$ cat src/rtl/sr_ctrl_pkg.sv
// Shared types and constants for the set/reset flag controller.
package sr_ctrl_pkg;

   localparam int DEF_NUM_REQ   = 4;
   localparam int DEF_NUM_FLAGS = 8;
   localparam int CNT_MAX       = 255;

   typedef enum logic [1:0] {
      IDLE   = 2'd0,
      ACTIVE = 2'd1,
      FLUSH  = 2'd2
   } state_e;

endpackage

$ cat src/rtl/sr_flag_controller_if.sv
// Requester command bus: per-requester valid, set/clear masks and one-hot ready.
interface sr_flag_controller_if
   import sr_ctrl_pkg::*;
#(
   parameter int NUM_REQ   = DEF_NUM_REQ,
   parameter int NUM_FLAGS = DEF_NUM_FLAGS
) ();

   logic [NUM_REQ-1:0]           req_valid;
   logic [NUM_REQ*NUM_FLAGS-1:0] req_set;
   logic [NUM_REQ*NUM_FLAGS-1:0] req_clr;
   logic [NUM_REQ-1:0]           req_ready;

   modport master (output req_valid, output req_set, output req_clr, input req_ready);
   modport slave  (input req_valid, input req_set, input req_clr, output req_ready);

endinterface

$ cat src/rtl/rr_arbiter.sv
// Round-robin arbiter: search starts at ptr, wraps, first requester high wins.
module rr_arbiter #(
   parameter int  N  = 4,
   localparam int PW = (N > 1) ? $clog2(N) : 1
) (
   input  logic [N-1:0]  req,
   input  logic [PW-1:0] ptr,
   output logic [N-1:0]  grant
);

   logic found;

   // NOTE: every output of a combinational block gets a default first so no latch is inferred.
   always_comb begin
      grant = '0;
      found = 1'b0;
      for (int k = 0; k < N; k++) begin
         if (!found && req[(int'(ptr) + k) % N]) begin
            grant[(int'(ptr) + k) % N] = 1'b1;
            found = 1'b1;
         end
      end
   end

endmodule

$ cat src/rtl/sr_flag_controller.sv
// Arbitrated set/reset flag bank: capture on grant, apply one edge later, with
// conflict tracking and a one-cycle lockout after a global clear.
module sr_flag_controller
   import sr_ctrl_pkg::*;
#(
   parameter int  NUM_REQ   = DEF_NUM_REQ,
   parameter int  NUM_FLAGS = DEF_NUM_FLAGS,
   localparam int IDW       = (NUM_REQ > 1) ? $clog2(NUM_REQ) : 1
) (
   input  logic                 clk,
   input  logic                 reset,
   sr_flag_controller_if.slave  req,
   input  logic                 clr_all,
   input  logic                 err_clr,
   output logic [NUM_FLAGS-1:0] flags,
   output logic                 conflict_err,
   output logic [7:0]           conflict_cnt,
   output logic [IDW-1:0]       last_id,
   output logic                 busy
);

   state_e                 state_q, state_d;
   logic [IDW-1:0]         rr_ptr_q, rr_ptr_d;
   logic [NUM_FLAGS-1:0]   cmd_set_q, cmd_set_d;
   logic [NUM_FLAGS-1:0]   cmd_clr_q, cmd_clr_d;
   logic [IDW-1:0]         cmd_id_q, cmd_id_d;
   logic [NUM_FLAGS-1:0]   flags_q, flags_d;
   logic                   err_q, err_d;
   logic [7:0]             cnt_q, cnt_d;
   logic [IDW-1:0]         last_id_q, last_id_d;

   logic [NUM_REQ-1:0]     grant;
   logic [NUM_REQ-1:0]     ready;
   logic [IDW-1:0]         win_id;
   logic                   accept;
   logic                   apply;
   logic                   conflict;
   logic [7:0]             cnt_base;

   rr_arbiter #(.N(NUM_REQ)) u_arb (
      .req   (req.req_valid),
      .ptr   (rr_ptr_q),
      .grant (grant)
   );

   // State register.
   // NOTE: sequential state uses non-blocking assignments so all flops update together.
   always_ff @(posedge clk or posedge reset) begin
      // NOTE: every control and data register is reset; a stale held command must never apply.
      if (reset) begin
         state_q   <= IDLE;
         rr_ptr_q  <= '0;
         cmd_set_q <= '0;
         cmd_clr_q <= '0;
         cmd_id_q  <= '0;
         flags_q   <= '0;
         err_q     <= 1'b0;
         cnt_q     <= '0;
         last_id_q <= '0;
      end else begin
         state_q   <= state_d;
         rr_ptr_q  <= rr_ptr_d;
         cmd_set_q <= cmd_set_d;
         cmd_clr_q <= cmd_clr_d;
         cmd_id_q  <= cmd_id_d;
         flags_q   <= flags_d;
         err_q     <= err_d;
         cnt_q     <= cnt_d;
         last_id_q <= last_id_d;
      end
   end

   // Next-state logic.
   always_comb begin
      if (clr_all)                state_d = FLUSH;
      else if (state_q == FLUSH)  state_d = IDLE;
      else if (accept)            state_d = ACTIVE;
      else                        state_d = IDLE;
   end

   // Outputs: grants are suppressed during reset, clear and the lockout cycle.
   always_comb begin
      ready = (reset || clr_all || state_q == FLUSH) ? '0 : grant;
      busy  = (state_q != IDLE);
   end

   assign req.req_ready = ready;
   assign accept        = |(req.req_valid & ready);

   always_comb begin
      win_id = '0;
      for (int i = 0; i < NUM_REQ; i++) begin
         if (grant[i]) win_id = IDW'(i);
      end
   end

   // Datapath: apply held command, capture the next one, track conflicts.
   always_comb begin
      apply     = (state_q == ACTIVE) && !clr_all;
      conflict  = apply && |(cmd_set_q & cmd_clr_q);
      flags_d   = flags_q;
      last_id_d = last_id_q;
      if (apply) begin
         flags_d   = (flags_q & ~(cmd_set_q ^ cmd_clr_q)) | (cmd_set_q & ~cmd_clr_q);
         last_id_d = cmd_id_q;
      end
      if (clr_all) flags_d = '0;

      cmd_set_d = '0;
      cmd_clr_d = '0;
      cmd_id_d  = '0;
      rr_ptr_d  = rr_ptr_q;
      if (accept) begin
         cmd_set_d = req.req_set[win_id*NUM_FLAGS +: NUM_FLAGS];
         cmd_clr_d = req.req_clr[win_id*NUM_FLAGS +: NUM_FLAGS];
         cmd_id_d  = win_id;
         rr_ptr_d  = (win_id == IDW'(NUM_REQ - 1)) ? '0 : win_id + 1'b1;
      end

      // A same-edge conflict wins over err_clr, restarting the count at 1.
      cnt_base = err_clr ? 8'd0 : cnt_q;
      err_d    = err_clr ? 1'b0 : err_q;
      cnt_d    = cnt_base;
      if (conflict) begin
         err_d = 1'b1;
         cnt_d = (cnt_base == 8'(CNT_MAX)) ? cnt_base : cnt_base + 8'd1;
      end
   end

   assign flags        = flags_q;
   assign conflict_err = err_q;
   assign conflict_cnt = cnt_q;
   assign last_id      = last_id_q;

endmodule

$ cat src/flat_wrapper.sv
// flat-port wrapper written by rule: the top's interface ports become plain ports
module sr_flag_controller_flat import sr_ctrl_pkg::*;
#(
   parameter int  NUM_REQ   = DEF_NUM_REQ,
   parameter int  NUM_FLAGS = DEF_NUM_FLAGS,
   localparam int IDW       = (NUM_REQ > 1) ? $clog2(NUM_REQ) : 1
)
  (clk, reset, clr_all, err_clr, flags, conflict_err, conflict_cnt, last_id, busy, req_req_valid, req_req_set, req_req_clr, req_req_ready);
  sr_flag_controller_if #(.NUM_REQ(NUM_REQ), .NUM_FLAGS(NUM_FLAGS)) req_i ();
  input  logic clk;
  input  logic reset;
  input  logic clr_all;
  input  logic err_clr;
  output logic [NUM_FLAGS-1:0] flags;
  output logic conflict_err;
  output logic [7:0] conflict_cnt;
  output logic [IDW-1:0] last_id;
  output logic busy;
  input wire logic [$bits(req_i.req_valid)-1:0] req_req_valid;
  input wire logic [$bits(req_i.req_set)-1:0] req_req_set;
  input wire logic [$bits(req_i.req_clr)-1:0] req_req_clr;
  output wire logic [$bits(req_i.req_ready)-1:0] req_req_ready;
  assign req_i.req_valid = req_req_valid;
  assign req_i.req_set = req_req_set;
  assign req_i.req_clr = req_req_clr;
  assign req_req_ready = req_i.req_ready;
  sr_flag_controller #(.NUM_REQ(NUM_REQ), .NUM_FLAGS(NUM_FLAGS)) u_core (.clk(clk), .reset(reset), .req(req_i), .clr_all(clr_all), .err_clr(err_clr), .flags(flags), .conflict_err(conflict_err), .conflict_cnt(conflict_cnt), .last_id(last_id), .busy(busy));
endmodule
$ cat config.mk
export PLATFORM = sky130hd
export DESIGN_NAME = sr_flag_controller_flat
export DESIGN_NICKNAME = d
export VERILOG_FILES = /design/src/rtl/sr_ctrl_pkg.sv /design/src/rtl/sr_flag_controller_if.sv /design/src/rtl/rr_arbiter.sv /design/src/rtl/sr_flag_controller.sv /design/src/flat_wrapper.sv
export SDC_FILE = /design/constraint.sdc
export NUM_CORES = 1
export LEC_CHECK = 0
export BUFFER_PORTS_ARGS = -buffer_cell sky130_fd_sc_hd__buf_2
export CAP_MARGIN = 20
export CORE_AREA = 2 2 77 79
export DETAILED_ROUTE_END_ITERATION = 10
export DIE_AREA = 0 0 79 81
export GPL_TIMING_DRIVEN = 0
export PLACE_DENSITY_LB_ADDON = 0.1
export SLEW_MARGIN = 20
export SYNTH_ARGS = -nofsm -noshare
export SYNTH_HDL_FRONTEND = slang
export SYNTH_SLANG_ARGS = --single-unit
$ cat constraint.sdc
create_clock -name clk -period 3.3 [get_ports clk]
set_input_delay 0.165 -clock clk [delete_from_list [all_inputs] [get_ports clk]]
set_output_delay 0.165 -clock clk [all_outputs]
set_load 0.005 [all_outputs]
== Word level (Yosys, flattened, before mapping) ==
Index checks and enable logic that the tools add are counted.

* Flip-flop bits (word level): 41
* Output and inout port bits: 24

* $add $sub $neg: 5
* Magnitude comparators: 8
* Equal/unequal tests: 4
* Shift operators: 2
* Multiplexer cells: 44
* Bitwise operators: 14
* Reduce and logical (&&, ||, !) cells: 23

{| class="wikitable"
|+ Operators by type and width
! cell !! count
|-
| $shiftx 32x6->8 || 2
|-
| $mux 8 || 7
|-
| $and 8x8->8 || 3
|-
| $mux 4 || 5
|-
| $mux 1 || 18
|-
| $not 8->8 || 2
|-
| $lt 3x4->1 const B || 3
|-
| $mux 2 || 6
|-
| $or 4x4->4 || 3
|-
| $ge 3x1->1 const B || 3
|-
| $logic_and 1x1->1 || 9
|-
| $add 8x1->8 const B || 1
|-
| $bmux 1 s2 || 4
|-
| $demux 1 s2 || 4
|-
| $eq 8x8->1 const B || 1
|-
| $or 8x8->8 || 1
|-
| $reduce_or 8->1 || 1
|-
| $xor 8x8->8 || 1
|-
| $reduce_bool 2->1 || 3
|-
| $reduce_or 2->1 || 3
|-
| $add 2x1->2 const B || 2
|-
| $add 2x2->2 const B || 2
|-
| $and 4x4->4 || 1
|-
| $eq 2x2->1 const B || 2
|-
| other kinds (7) || 13
|}

== Depth between registers and ports, before layout ==
Gate-level depths: netlist (run 1).

* Depth after elaboration: 20
* Gate-level depth with buffers: 11
* Mapped depth without buffers: 9

== Modules after synthesis ==
Synthesis (run 1) repeated with hierarchy kept, for this count alone.

* Cells, all modules: 283
* Area, all modules: 2791.4 um2

{| class="wikitable"
|+ Modules (own cells, without submodules)
! module !! times used !! cells an instance !! area each (um2) !! seq. area each (um2)
|-
| sr_flag_controller || 1 || 253 || 2488.6 || 1026.0
|-
| rr_arbiter || 1 || 30 || 302.8 || 0.0
|}

== Least setup slack after synthesis (run 1) ==
No wires, ideal clock.

* Path type: register -> register
* Start: reg u_core.rr_ptr_q[0]
* End: reg u_core.cmd_clr_q[0]
* Setup time: 0.124 ns
* Data arrival time: 2.777 ns
* Data required time: 3.176 ns
* Slack: 0.400 ns
* Stages on the path, launching flop included: 12
* Buffers on the path: 2
* Cell sequence: dfrtp_1 inv_1 ha_1 mux4_2 nand3b_1 nand2_1 a221o_1 buf_6 and3_1 a211oi_2 buf_2 a21oi_1

* Longest elaborated chain between the ends: 18
* Elaborated cells between the ends (all ways): 64
* Those cells by class: add/sub (3); order compare (8); shift (1); mux (31); bitwise (7); reduce/logical (14)

{| class="wikitable"
|+ Ends and longest elaborated chain
! what !! RTL line !! source
|-
| from (decl) || sr_flag_controller.sv:23 || <nowiki>logic [IDW-1:0] rr_ptr_q, rr_ptr_d;</nowiki>
|-
| from (signal assigned) || sr_flag_controller.sv:62 || <nowiki>rr_ptr_q <= rr_ptr_d;</nowiki>
|-
| $add 2x1->2 || rr_arbiter.sv:18, rr_arbiter.sv:19 ||
|-
| $reduce_or 2->1 (no source line) || n/a ||
|-
| $and 1x1->1 (no source line) || n/a ||
|-
| $lt 3x4->1 (implied by the code) or $ge 3x1->1 (tied branches) || rr_arbiter.sv:19 || <nowiki>grant[(int'(ptr) + k) % N] = 1'b1;</nowiki>
|-
| $logic_and 1x1->1 (implied by the code) || rr_arbiter.sv:19 ||
|-
| $mux 1 (implied by the code) || rr_arbiter.sv:19 ||
|-
| $demux 1 s2 || rr_arbiter.sv:19 ||
|-
| $or 4x4->4 (no source line) || n/a ||
|-
| [2 not listed] || n/a ||
|-
| $mux 4 || rr_arbiter.sv:18 || <nowiki>if (!found && req[(int'(ptr) + k) % N]) begin</nowiki>
|-
| $or 4x4->4 (no source line) || n/a ||
|-
| $mux 4 (*) || rr_arbiter.sv:18 ||
|-
| $mux 1 || sr_flag_controller.sv:93 || <nowiki>if (grant[i]) win_id = IDW'(i);</nowiki>
|-
| $mux 2 (2 in series) || sr_flag_controller.sv:93 ||
|-
| $shiftx 32x6->8 || sr_flag_controller.sv:115 || <nowiki>cmd_clr_d = req.req_clr[win_id*NUM_FLAGS +: NUM_FLAGS];</nowiki>
|-
| $mux 8 (*) || sr_flag_controller.sv:113 || <nowiki>if (accept) begin</nowiki>
|-
| net u_core.cmd_clr_d[0] || sr_flag_controller.sv:25 || <nowiki>logic [NUM_FLAGS-1:0] cmd_clr_q, cmd_clr_d;</nowiki>
|-
| to (signal assigned) || sr_flag_controller.sv:64 || <nowiki>cmd_clr_q <= cmd_clr_d;</nowiki>
|-
| to (decl) || sr_flag_controller.sv:25 ||
|}

The timed path passes the listed nets; every way through them passes the cells marked *. The select of a mux whose other input is x is not followed.
A chain may end at the register's enable or synchronous reset.

== Worst setup path in the final report (run 1) ==
* Start: reg u_core.rr_ptr_q[0]
* End: reg u_core.cmd_set_q[6]

* Longest elaborated chain between the ends: 18
* Elaborated cells between the ends (all ways): 64
* Those cells by class: add/sub (3); order compare (8); shift (1); mux (31); bitwise (7); reduce/logical (14)

{| class="wikitable"
|+ Ends and longest elaborated chain
! what !! RTL line !! source
|-
| $add 2x1->2 || rr_arbiter.sv:18, rr_arbiter.sv:19 ||
|-
| $reduce_or 2->1 (no source line) || n/a ||
|-
| $and 1x1->1 (no source line) || n/a ||
|-
| $lt 3x4->1 (implied by the code) or $ge 3x1->1 (tied branches) || rr_arbiter.sv:19 ||
|-
| $logic_and 1x1->1 (implied by the code) || rr_arbiter.sv:19 ||
|-
| $mux 1 (implied by the code) || rr_arbiter.sv:19 ||
|-
| $demux 1 s2 || rr_arbiter.sv:19 ||
|-
| $or 4x4->4 (no source line) || n/a ||
|-
| [2 not listed] || n/a ||
|-
| $mux 4 || rr_arbiter.sv:18 ||
|-
| $or 4x4->4 (no source line) || n/a ||
|-
| $mux 4 (*) || rr_arbiter.sv:18 ||
|-
| $mux 1 || sr_flag_controller.sv:93 ||
|-
| $mux 2 (2 in series) || sr_flag_controller.sv:93 ||
|-
| $shiftx 32x6->8 || sr_flag_controller.sv:114 || <nowiki>cmd_set_d = req.req_set[win_id*NUM_FLAGS +: NUM_FLAGS];</nowiki>
|-
| $mux 8 (*) || sr_flag_controller.sv:113 ||
|-
| net u_core.cmd_set_d[6] || sr_flag_controller.sv:24 || <nowiki>logic [NUM_FLAGS-1:0] cmd_set_q, cmd_set_d;</nowiki>
|-
| to (signal assigned) || sr_flag_controller.sv:63 || <nowiki>cmd_set_q <= cmd_set_d;</nowiki>
|-
| to (decl) || sr_flag_controller.sv:24 ||
|}

Marked as above.

==> run_results.csv, run 1 <==
group,metric,value,unit
min_path,hold_path_class,"primary input to flip-flop",
worst_setup_path,cp.required,3.50,ns
worst_setup_path,critical_path_class,"flip-flop to flip-flop",
sta,worstMarginPinSlew,0.682,ns
worst_setup_path,startpoint,"u_core.rr_ptr_q[0]$_DFFE_PP0P_",
sta,whs,0.00959,ns
sta,hold_viol,0,
global_routing,grt_pass1_vias,2406,
yosys,yosys.area_share.simple,22.0,%
yosys,ys_top_cells_by_count,"nand2_1, dfrtp_1, a21oi_1, nor2_1, ha_1",
min_path,min_from,"clr_all",
yosys,synth_largest_area_cell,"dfrtp_1",
routing,antenna_left,0,
floorplan,die_area,6400,µm²
global_routing,grt_start_max_net_pins,33,
yosys,synth-seq-cells,41,
power_and_ir_drop,p_per_area,670,nW/µm²
floorplan,num_rows,28,
routing,met1Wirelength,2990,µm
layout,diodes,0,
layout,final_cell_count_no_fill,491,
sta,max_freq,325,MHz
outcome,status,"complete, no violations",
sta,min_period,3.08,ns
routing,totalWireLength,6680,µm
yosys,ys_types,42,
worst_setup_path,reg2reg_depth,10,
sta,fin_ws,0.220,ns
yosys,yosysWarnings,0,
power_and_ir_drop,p_leak,0.00177,µW
sta,timing.final.crit_share,93.3,%
power_and_ir_drop,vdd_drop_max,0.000480,V
floorplan,ios,96,
routing,drt_iter0_markers,88,
sta,finalClockSkew,0.00225,ns
sta,report.final.slew_viol_count,0,
cts,clockBufferDepth,2,
cts,clk_pin_slew,0.07,ns
worst_setup_path,rr_startpoint,"u_core.rr_ptr_q[0]$_DFFE_PP0P_",
cts,insertion_delay,0.29,ns
yosys,syn_inst,307,
global_routing,grt_pass1_wl,10700,µm
worst_setup_path,end_kind,"flip-flop",
cts,cts_tree,"built",
floorplan,initial_core_util,47.6,%
routing,drc,0,
placed_design,place_hpwl,5240,µm
yosys,yosysMostFrequentCell,"nand2_1",
layout,fin_nets,511,
yosys,synthArstFlopShare,100,%
yosys,synth_edf_count,0,
sta,tns,0,ns
yosys,ys_seq_area_share,38.0,%
worst_setup_path,crit_path_end,"u_core.cmd_set_q[6]$_DFF_PP0_",
cts,htreeDepth,2,
yosys,avgSynthCellArea,8.80,µm²
cts,cts-root-buf,"clkbuf_8",
placed_design,gp_congestion,0.881,
sta,max_slew_margin,54.1,%
power_and_ir_drop,p_total,2310,µW
yosys,synth_top_area_share,38.0,%
floorplan,die_w,79,µm
yosys,yosys.area_share.adder,10.7,%
cts,numCtsBuffers,5,
sta,setup_viol,0,
global_routing,gr-total-overflow,0,
routing,dr_wl_met2,3160,µm
yosys,ys.flop_type,"dfrtp_1",
yosys,synth_area,2700,µm²
floorplan,coreArea,5680,µm²
global_routing,antenna_found_initial,0,
yosys,syn-num-nets,402,
yosys,synth-xor-area-share,0.973,%
routing,route.vias.total,2624,
routing,topRoutingLayerUsed,"met4",
yosys,netlist_top_cells_area,"dfrtp_1, ha_1, nand2_1, a21oi_1, a31o_2",
worst_setup_path,worstPathArrival,3.28,ns
placed_design,dp_slack,-0.0468,ns
placed_design,portBuffers,95,
routing,dr.pass1.iters,4,
placed_design,numPlacedInstances,478,
layout,drive_gt1_share,35.6,%
yosys,synth_compound_area_share,19.5,%
global_routing,track_usage,21.0,%
routing,wl_met3,442,µm
worst_setup_path,r2r_end,"u_core.cmd_set_q[6]$_DFF_PP0_",
job,maxCapViolCount,0,
routing,viasPerCell,5.34,
yosys,synth_top_family_by_area,"simple AND/OR/NAND/NOR gates",
routing,wire_per_inst,13.6,µm
yosys,synthMuxAreaShare,3.71,%
layout,area_delta_synth_final,27.7,%
worst_setup_path,reg2reg_setup_slack,0.22,ns
cts,cts_num_sinks,41,
worst_setup_path,startpoint_type,"flip-flop",
floorplan,die_h,81,µm
sta,rsz0062_at_grt,"no",
worst_setup_path,critPathMaxFanout,10,
-- cells in the final DEF (no fill, tap or decap), types with 3 or more instances in the layout --
master    instances
nor2b_1           5
inv_1            16
dfrtp_1          39
buf_2            96
nand2b_1          6
mux4_2            3
nand3_1          16
nand2_1          58
buf_6             3
buf_4             8
o21ai_0          16
clkbuf_8          6
clkbuf_1          4
a31o_2           16
nand3b_1          3
and3_1            3
a21oi_1          29
nor2_1           27
ha_1             23
-- worst min-delay path by stage --
stage	slack [ns]	endpoint	depth (start not counted)
2_1_floorplan	0.20	u_core.state_q[1]$_DFF_PP0_	0
3_5_place_dp	0.12	u_core.state_q[1]$_DFF_PP0_	2
3_3_place_gp	0.30	u_core.state_q[1]$_DFF_PP0_	1
4_1_cts	0.003	u_core.state_q[1]$_DFF_PP0_	1
6_report	0.01	u_core.state_q[1]$_DFF_PP0_	1
5_1_grt	0.002	u_core.state_q[1]$_DFF_PP0_	1
-- state kept, by name, summed over array words and instances (netlist names) --
register,flops
u_core.conflict_cnt,8
u_core.cmd_set_q,8
u_core.flags,8
u_core.last_id,2
u_core.state_q,2
u_core.cmd_id_q,2
u_core.cmd_clr_q,8
u_core.rr_ptr_q,2
u_core.conflict_err,1
-- area by class of cell --
type,count,area (µm²)
fillers,533,2230
multi-input cells,237,1550
flip-flops and latches,41,1030
repair buffers,102,543
well taps,75,93.8
clock buffers,7,86.3
plain buffers,12,82.6
inverters,17,63.8
-- power by group --
part / internal [µW] / switching (µW) / total, µW / leakage, µW
clock network: 166 / 160 / 326 / 0.0000443
logic: 641 / 733 / 1370 / 0.00116
registers: 561 / 51.2 / 612 / 0.000563
total: 1370 / 945 / 2310 / 0.00177
-- layer usage --
layer / vias up / track usage, %
li1: 1288 / -
met1: 1231 / 28.4
met2: 98 / 33.6
met3: 7 / 4.89
met4: 0 / 6.38
met5: - / 0
-- worst max-delay path, stage by stage, from the launching register on --
cell	delay [ns]
dfrtp_2	0.43
inv_1	0.12
ha_1	0.39
mux4_2	0.60
nor2_2	0.37
a221oi_2	0.17
buf_6	0.17
nor3b_4	0.31
buf_6	0.19
nand2_1	0.06
a21oi_1	0.17
-- per-stage QoR --
stage / util [%] / cell area, µm²
after floorplan: - / 2700
after global placement: 57.6 / 3270
after CTS: 60.0 / 3410
after global routing: 60.8 / 3450
final: 60.8 / 3450
after detailed placement: 58.0 / 3290
-- cells by family after synthesis --
family                     count (synthesis)
DFF                                       41
buffers and inverters                     29
adders and majority gates                 23
AOI/OAI and AO/OA                         76
xor gates and xnor gates                   3
and+or+nand+nor                          129
muxes                                      6
-- timing repair --
item | CTS | global route
endpoints found under the hold margin | 9 | 0
setup endpoints to repair | 8 | 24
gates resized for setup | 1 | 10
hold buffers | 1 | 0
gates cloned | 0 | 0
pin swaps | 0 | 1
setup buffers | 1 | 4
Note: power is estimated with default switching activity, not from simulation.
==> run 2: changes to the inputs <==
REMOVE_ABC_BUFFERS = 1   (was unset)
==> run_results.csv, run 2 (synthesis gave the netlist of run 1 again) <==
group,metric,value,unit
routing,viasPerCell,5.32,
worst_setup_path,startpoint_type,"flip-flop",
worst_setup_path,cp_slowest_stage_delay,0.57,ns
routing,totalWireLength,7020,µm
placed_design,numPlacedInstances,469,
sta,rsz0062_at_grt,"no",
routing,antenna_left,0,
layout,final_common_cell,"buf_2",
global_routing,grt_pass1_wl,10800,µm
worst_setup_path,cp_slowest_cell,"mux4_2",
layout,multi_input_area,1620,µm²
worst_setup_path,cp.required,3.48,ns
routing,drc,0,
sta,tns,0,ns
sta,max_freq,318,MHz
sta,timing.final.crit_share,95.2,%
floorplan,coreArea,5680,µm²
placed_design,gp_congestion,0.786,
sta,min_period,3.14,ns
global_routing,gr-total-overflow,0,
floorplan,ios,96,
worst_setup_path,reg2reg_depth,10,
global_routing,antenna_found_initial,0,
sta,report.final.slew_viol_count,0,
layout,drive_gt1_share,38.2,%
sta,fin_ws,0.160,ns
sta,worstMarginPinSlew,0.762,ns
floorplan,die_area,6400,µm²
worst_setup_path,critical_path_class,"flip-flop to flip-flop",
worst_setup_path,critPathMaxFanout,11,
cts,insertion_delay,0.29,ns
cts,cts_tree,"built",
routing,drt_iter0_markers,106,
worst_setup_path,end_kind,"flip-flop",
sta,setup_viol,0,
layout,fillers,508,
power_and_ir_drop,vdd_drop_max,0.000403,V
global_routing,grt_start_max_net_pins,33,
cts,numCtsBuffers,5,
placed_design,portBuffers,95,
power_and_ir_drop,p_leak,0.00184,µW
routing,dr.pass1.iters,4,
job,maxCapViolCount,0,
global_routing,grt_pass1_vias,2336,
power_and_ir_drop,p_total,2610,µW
routing,route.vias.total,2638,
worst_setup_path,crit_chain,"inv_1 -> ha_4 -> mux4_2 -> nor2_2 -> a221oi_1 -> o32ai_2 -> buf_4 -> a211oi_4 -> buf_12 -> a21oi_1",
placed_design,place_hpwl,4950,µm
layout,final_cell_count_no_fill,496,
layout,diodes,0,
cts,clk_pin_slew,0.08,ns
cts,cts_num_sinks,41,
min_path,hold_path_class,"primary input to flip-flop",
layout,layout_common_cells,"buf_2, nand2_1, dfrtp_1",
worst_setup_path,reg2reg_setup_slack,0.16,ns
cts,htreeDepth,2,
sta,max_slew_margin,48.6,%
sta,hold_viol,0,
floorplan,die_h,81,µm
cts,cts-root-buf,"clkbuf_8",
floorplan,initial_core_util,47.6,%
worst_setup_path,cp_num_cells,10,
layout,design_area,3640,µm²
layout,seq_area,1030,µm²
sta,finalClockSkew,0.00605,ns
placed_design,dp_slack,-0.637,ns
outcome,status,"complete, no violations",
worst_setup_path,cpLargestDelayFamily,"compound AO/OA/AOI/OAI gates",
floorplan,num_rows,28,
power_and_ir_drop,p_per_area,719,nW/µm²
layout,fin_nets,515,
min_path,whs_path_depth,3,
cts,clockBufferDepth,2,
global_routing,track_usage,21.2,%
placed_design,postPlaceCellArea,3280,µm²
worst_setup_path,worstPathArrival,3.32,ns
floorplan,die_w,79,µm
routing,wire_per_inst,14.2,µm
layout,area_delta_synth_final,34.6,%
worst_setup_path,cp.buffers_inverters,3,
[run 2: cell count changes in the layout (fill, tap and decap cells not counted), moves of 2 or more]
cell	change
clkbuf_1	-4
bufinv_16	+2
buf_4	+7
buf_12	+2
clkbuf_2	-2
a211oi_4	+2
[run 2: area by class of cell]
type	instances	share of cell area (%)
Multi-Input combinational cell	238	44.6
Sequential cell	41	28.3
Timing Repair Buffer	117	19.1
Tap cell	75	2.58
Clock buffer	5	1.89
Clock inverter	3	1.79
Inverter	17	1.75
[run 2: where the power goes]
| part | internal, µW | switching [µW] | total [µW] |
|---|---|---|---|
| sequential | 560 | 46.6 | 607 |
| clock | 300 | 165 | 466 |
| combinational | 749 | 792 | 1540 |
[run 2: layer usage]
layer  routed length (µm)  share of wire (%)  vias to the layer above  track usage, %
met2                 3500                 50                       95            36.6
met3                  372                5.3                       16            3.56
met1                 3030                 43                     1222            27.8
met4                  126                1.8                        0            6.03
met5                    0                  0                        -               0
li1                     -                  -                     1305               -
[run 2: path summary, 6_finish.rpt]
check | startpoint | end
max in group asynchronous | reset | u_core.cmd_clr_q[1]$_DFF_PP0_
hold / removal | req_req_set[8] | u_core.cmd_set_q[0]$_DFF_PP0_
hold reg to reg | u_core.cmd_id_q[0]$_DFF_PP0_ | u_core.last_id[0]$_DFFE_PP0P_
setup / recovery | u_core.rr_ptr_q[0]$_DFFE_PP0P_ | u_core.cmd_clr_q[2]$_DFF_PP0_
setup reg to reg | u_core.rr_ptr_q[0]$_DFFE_PP0P_ | u_core.cmd_clr_q[2]$_DFF_PP0_
min in group asynchronous | reset | u_core.cmd_id_q[1]$_DFF_PP0_
[run 2: timing repair]
| action | in CTS | in global routing |
|---|---|---|
| cloned | 1 | 0 |
| hold buffers | 1 | 0 |
| endpoints found under the setup margin | 21 | 23 |
| pin swaps | 3 | 1 |
| gates resized for setup | 7 | 3 |
| setup buffers | 8 | 9 |
| hold endpoints to repair | 9 | 0 |
[run 2: through the flow]
step | hold slack [ns] | util [%]
CTS | 0.103 | 62.6
floorplan | 0.196 | -
finish | 0.115 | 64.1
detailed placement | 0.129 | 57.8
global route | 0.112 | 64.1
global placement | 0.412 | 56.3
[run 2: tightest hold or removal path: cells and delay by family]
kind | cells | cell delay, ns
and+or+nand+nor | 1 | 0.05
buffers and inverters | 1 | 0.09
AOI/OAI and AO/OA | 1 | 0.05
==> run 3: changes to the inputs <==
BUFFER_PORTS_ARGS = unset   (was -buffer_cell sky130_fd_sc_hd__buf_2)
CORE_AREA = 2 2 68 70   (was 2 2 77 79)
DIE_AREA = 0 0 70 72   (was 0 0 79 81)
DONT_BUFFER_PORTS = 1   (was unset)
==> run_results.csv, run 3 (synthesis gave the netlist of run 1 again) <==
group,metric,value,unit
floorplan,die_w,70,µm
cts,cts-root-buf,"clkbuf_8",
placed_design,place_hpwl,4520,µm
floorplan,initial_core_util,63.4,%
worst_setup_path,cp.required,3.45,ns
layout,diodes,0,
sta,rsz0062_at_grt,"no",
sta,finalClockSkew,0.00867,ns
cts,numCtsBuffers,5,
placed_design,gp_congestion,0.812,
worst_setup_path,cp_slowest_stage_delay,0.61,ns
sta,timing.final.crit_share,96.1,%
placed_design,numPlacedInstances,351,
layout,drive_gt1_share,19.8,%
job,maxCapViolCount,0,
worst_setup_path,startpoint_type,"flip-flop",
min_path,min_from,"req_req_clr[11]",
worst_setup_path,rr_startpoint,"u_core.rr_ptr_q[0]$_DFFE_PP0P_",
layout,final_cell_count_no_fill,386,
routing,drc,0,
floorplan,ios,96,
worst_setup_path,critical_path_class,"flip-flop to flip-flop",
layout,fin_nets,429,
sta,setup_viol,0,
placed_design,portBuffers,0,
sta,hold_viol,0,
global_routing,grt_pass1_wl,11200,µm
worst_setup_path,reg2reg_depth,9,
layout,layout_common_cells,"nand2_1, dfrtp_1, a21oi_1",
routing,drt_iter0_markers,146,
layout,area_delta_synth_final,17.5,%
worst_setup_path,reg2reg_setup_slack,0.13,ns
worst_setup_path,worstPathArrival,3.32,ns
power_and_ir_drop,p_leak,0.00144,µW
floorplan,die_area,5040,µm²
worst_setup_path,crit_chain,"inv_1 -> ha_2 -> mux4_2 -> nand3b_1 -> nand2_1 -> a221o_4 -> and3_2 -> a211oi_4 -> a21oi_1",
routing,antenna_left,0,
min_path,hold_path_class,"primary input to flip-flop",
layout,final_common_cell,"nand2_1",
global_routing,grt_start_max_net_pins,34,
cts,cts_num_sinks,41,
power_and_ir_drop,vdd_drop_max,0.000446,V
min_path,whs_endpoint,"u_core.cmd_clr_q[3]$_DFF_PP0_",
outcome,status,"complete, no violations",
sta,max_freq,315,MHz
cts,clk_pin_slew,0.08,ns
cts,clockBufferDepth,2,
floorplan,die_h,72,µm
routing,route.vias.total,2415,
layout,utilization,74.4,%
worst_setup_path,critPathMaxFanout,7,
power_and_ir_drop,p_per_area,763,nW/µm²
global_routing,gr-total-overflow,0,
routing,wire_per_inst,18.0,µm
worst_setup_path,cp_slowest_cell,"mux4_2",
worst_setup_path,r2r_end,"u_core.cmd_set_q[6]$_DFF_PP0_",
floorplan,num_rows,24,
cts,htreeDepth,2,
min_path,whs_path_depth,2,
routing,totalWireLength,6960,µm
sta,min_period,3.17,ns
routing,dr.pass1.iters,4,
cts,insertion_delay,0.29,ns
sta,report.final.slew_viol_count,0,
sta,worstMarginPinSlew,1.00,ns
worst_setup_path,end_kind,"flip-flop",
cts,cts_tree,"built",
layout,design_area,3170,µm²
floorplan,coreArea,4260,µm²
routing,viasPerCell,6.26,
power_and_ir_drop,p_total,2420,µW
layout,fillers,322,
global_routing,track_usage,28.1,%
sta,max_slew_margin,32.6,%
global_routing,grt_pass1_vias,2442,
global_routing,antenna_found_initial,0,
sta,tns,0,ns
placed_design,postPlaceCellArea,2770,µm²
## run 3: worst max-delay path by stage
stage	slack, ns	cells after the start	endpoint	startpoint
floorplan	-0.41	9	u_core.rr_ptr_q[0]$_DFFE_PP0P_	u_core.rr_ptr_q[0]$_DFFE_PP0P_
global placement	-1.51	9	u_core.cmd_clr_q[7]$_DFF_PP0_	u_core.rr_ptr_q[0]$_DFFE_PP0P_
global route	0.007	10	u_core.rr_ptr_q[0]$_DFFE_PP0P_	u_core.rr_ptr_q[0]$_DFFE_PP0P_
detailed placement	-0.67	9	u_core.cmd_clr_q[6]$_DFF_PP0_	u_core.rr_ptr_q[0]$_DFFE_PP0P_
CTS	0.02	10	u_core.cmd_clr_q[3]$_DFF_PP0_	u_core.rr_ptr_q[0]$_DFFE_PP0P_
finish	0.13	9	u_core.cmd_set_q[6]$_DFF_PP0_	u_core.rr_ptr_q[0]$_DFFE_PP0P_
## run 3: layout make-up
class                   instances  area, µm²  area share (%)
well taps                      52       65.1            2.05
repair buffers                 30        272            8.56
inverters                      17       63.8            2.01
clock buffers                   7       86.3            2.72
multi-input cells             239       1660            52.2
flip-flops and latches         41       1030            32.4
## run 3: metrics by stage
step                      worst slack, ns  hold slack [ns]
final                               0.128          0.00463
after global routing              0.00673          0.00205
after floorplan                    -0.408            0.196
after global placement              -1.51            0.198
after CTS                          0.0237         0.000983
after detailed placement           -0.667          -0.0262
## run 3: report_power, final
| group | total [µW] | internal, µW | switching [µW] | leakage, µW |
|---|---|---|---|---|
| Clock | 329 | 166 | 163 | 0.0000443 |
| Combinational | 1480 | 688 | 793 | 0.000829 |
| Sequential | 611 | 560 | 50.9 | 0.000563 |
| Total | 2420 | 1410 | 1010 | 0.00144 |
## run 3: per-layer routing
layer	track usage [%]	routed length [µm]	vias to the layer above
li1	-	-	1132
met1	33.0	2750	1164
met2	51.2	3580	107
met4	8.97	128	0
met5	0	0	-
met3	6.53	491	12
## run 3: what timing repair did
item | in CTS | in global routing
endpoints found under the hold margin | 60 | 0
buffers inserted | 10 | 7
pin swaps | 2 | 4
setup endpoints to repair | 21 | 22
resized for setup | 9 | 6
gates cloned | 2 | 0
hold buffers | 9 | 0
## run 3: worst max-delay path: cells and delay by family (launching register included)
family | cells | cell delay [ns]
AO/OA/AOI/OAI | 3 | 0.90
multiplexers | 1 | 0.61
AND/OR/NAND/NOR | 3 | 0.54
flip-flops | 1 | 0.45
adder cells (fa/ha/maj) | 1 | 0.39
buffers and inverters | 1 | 0.14
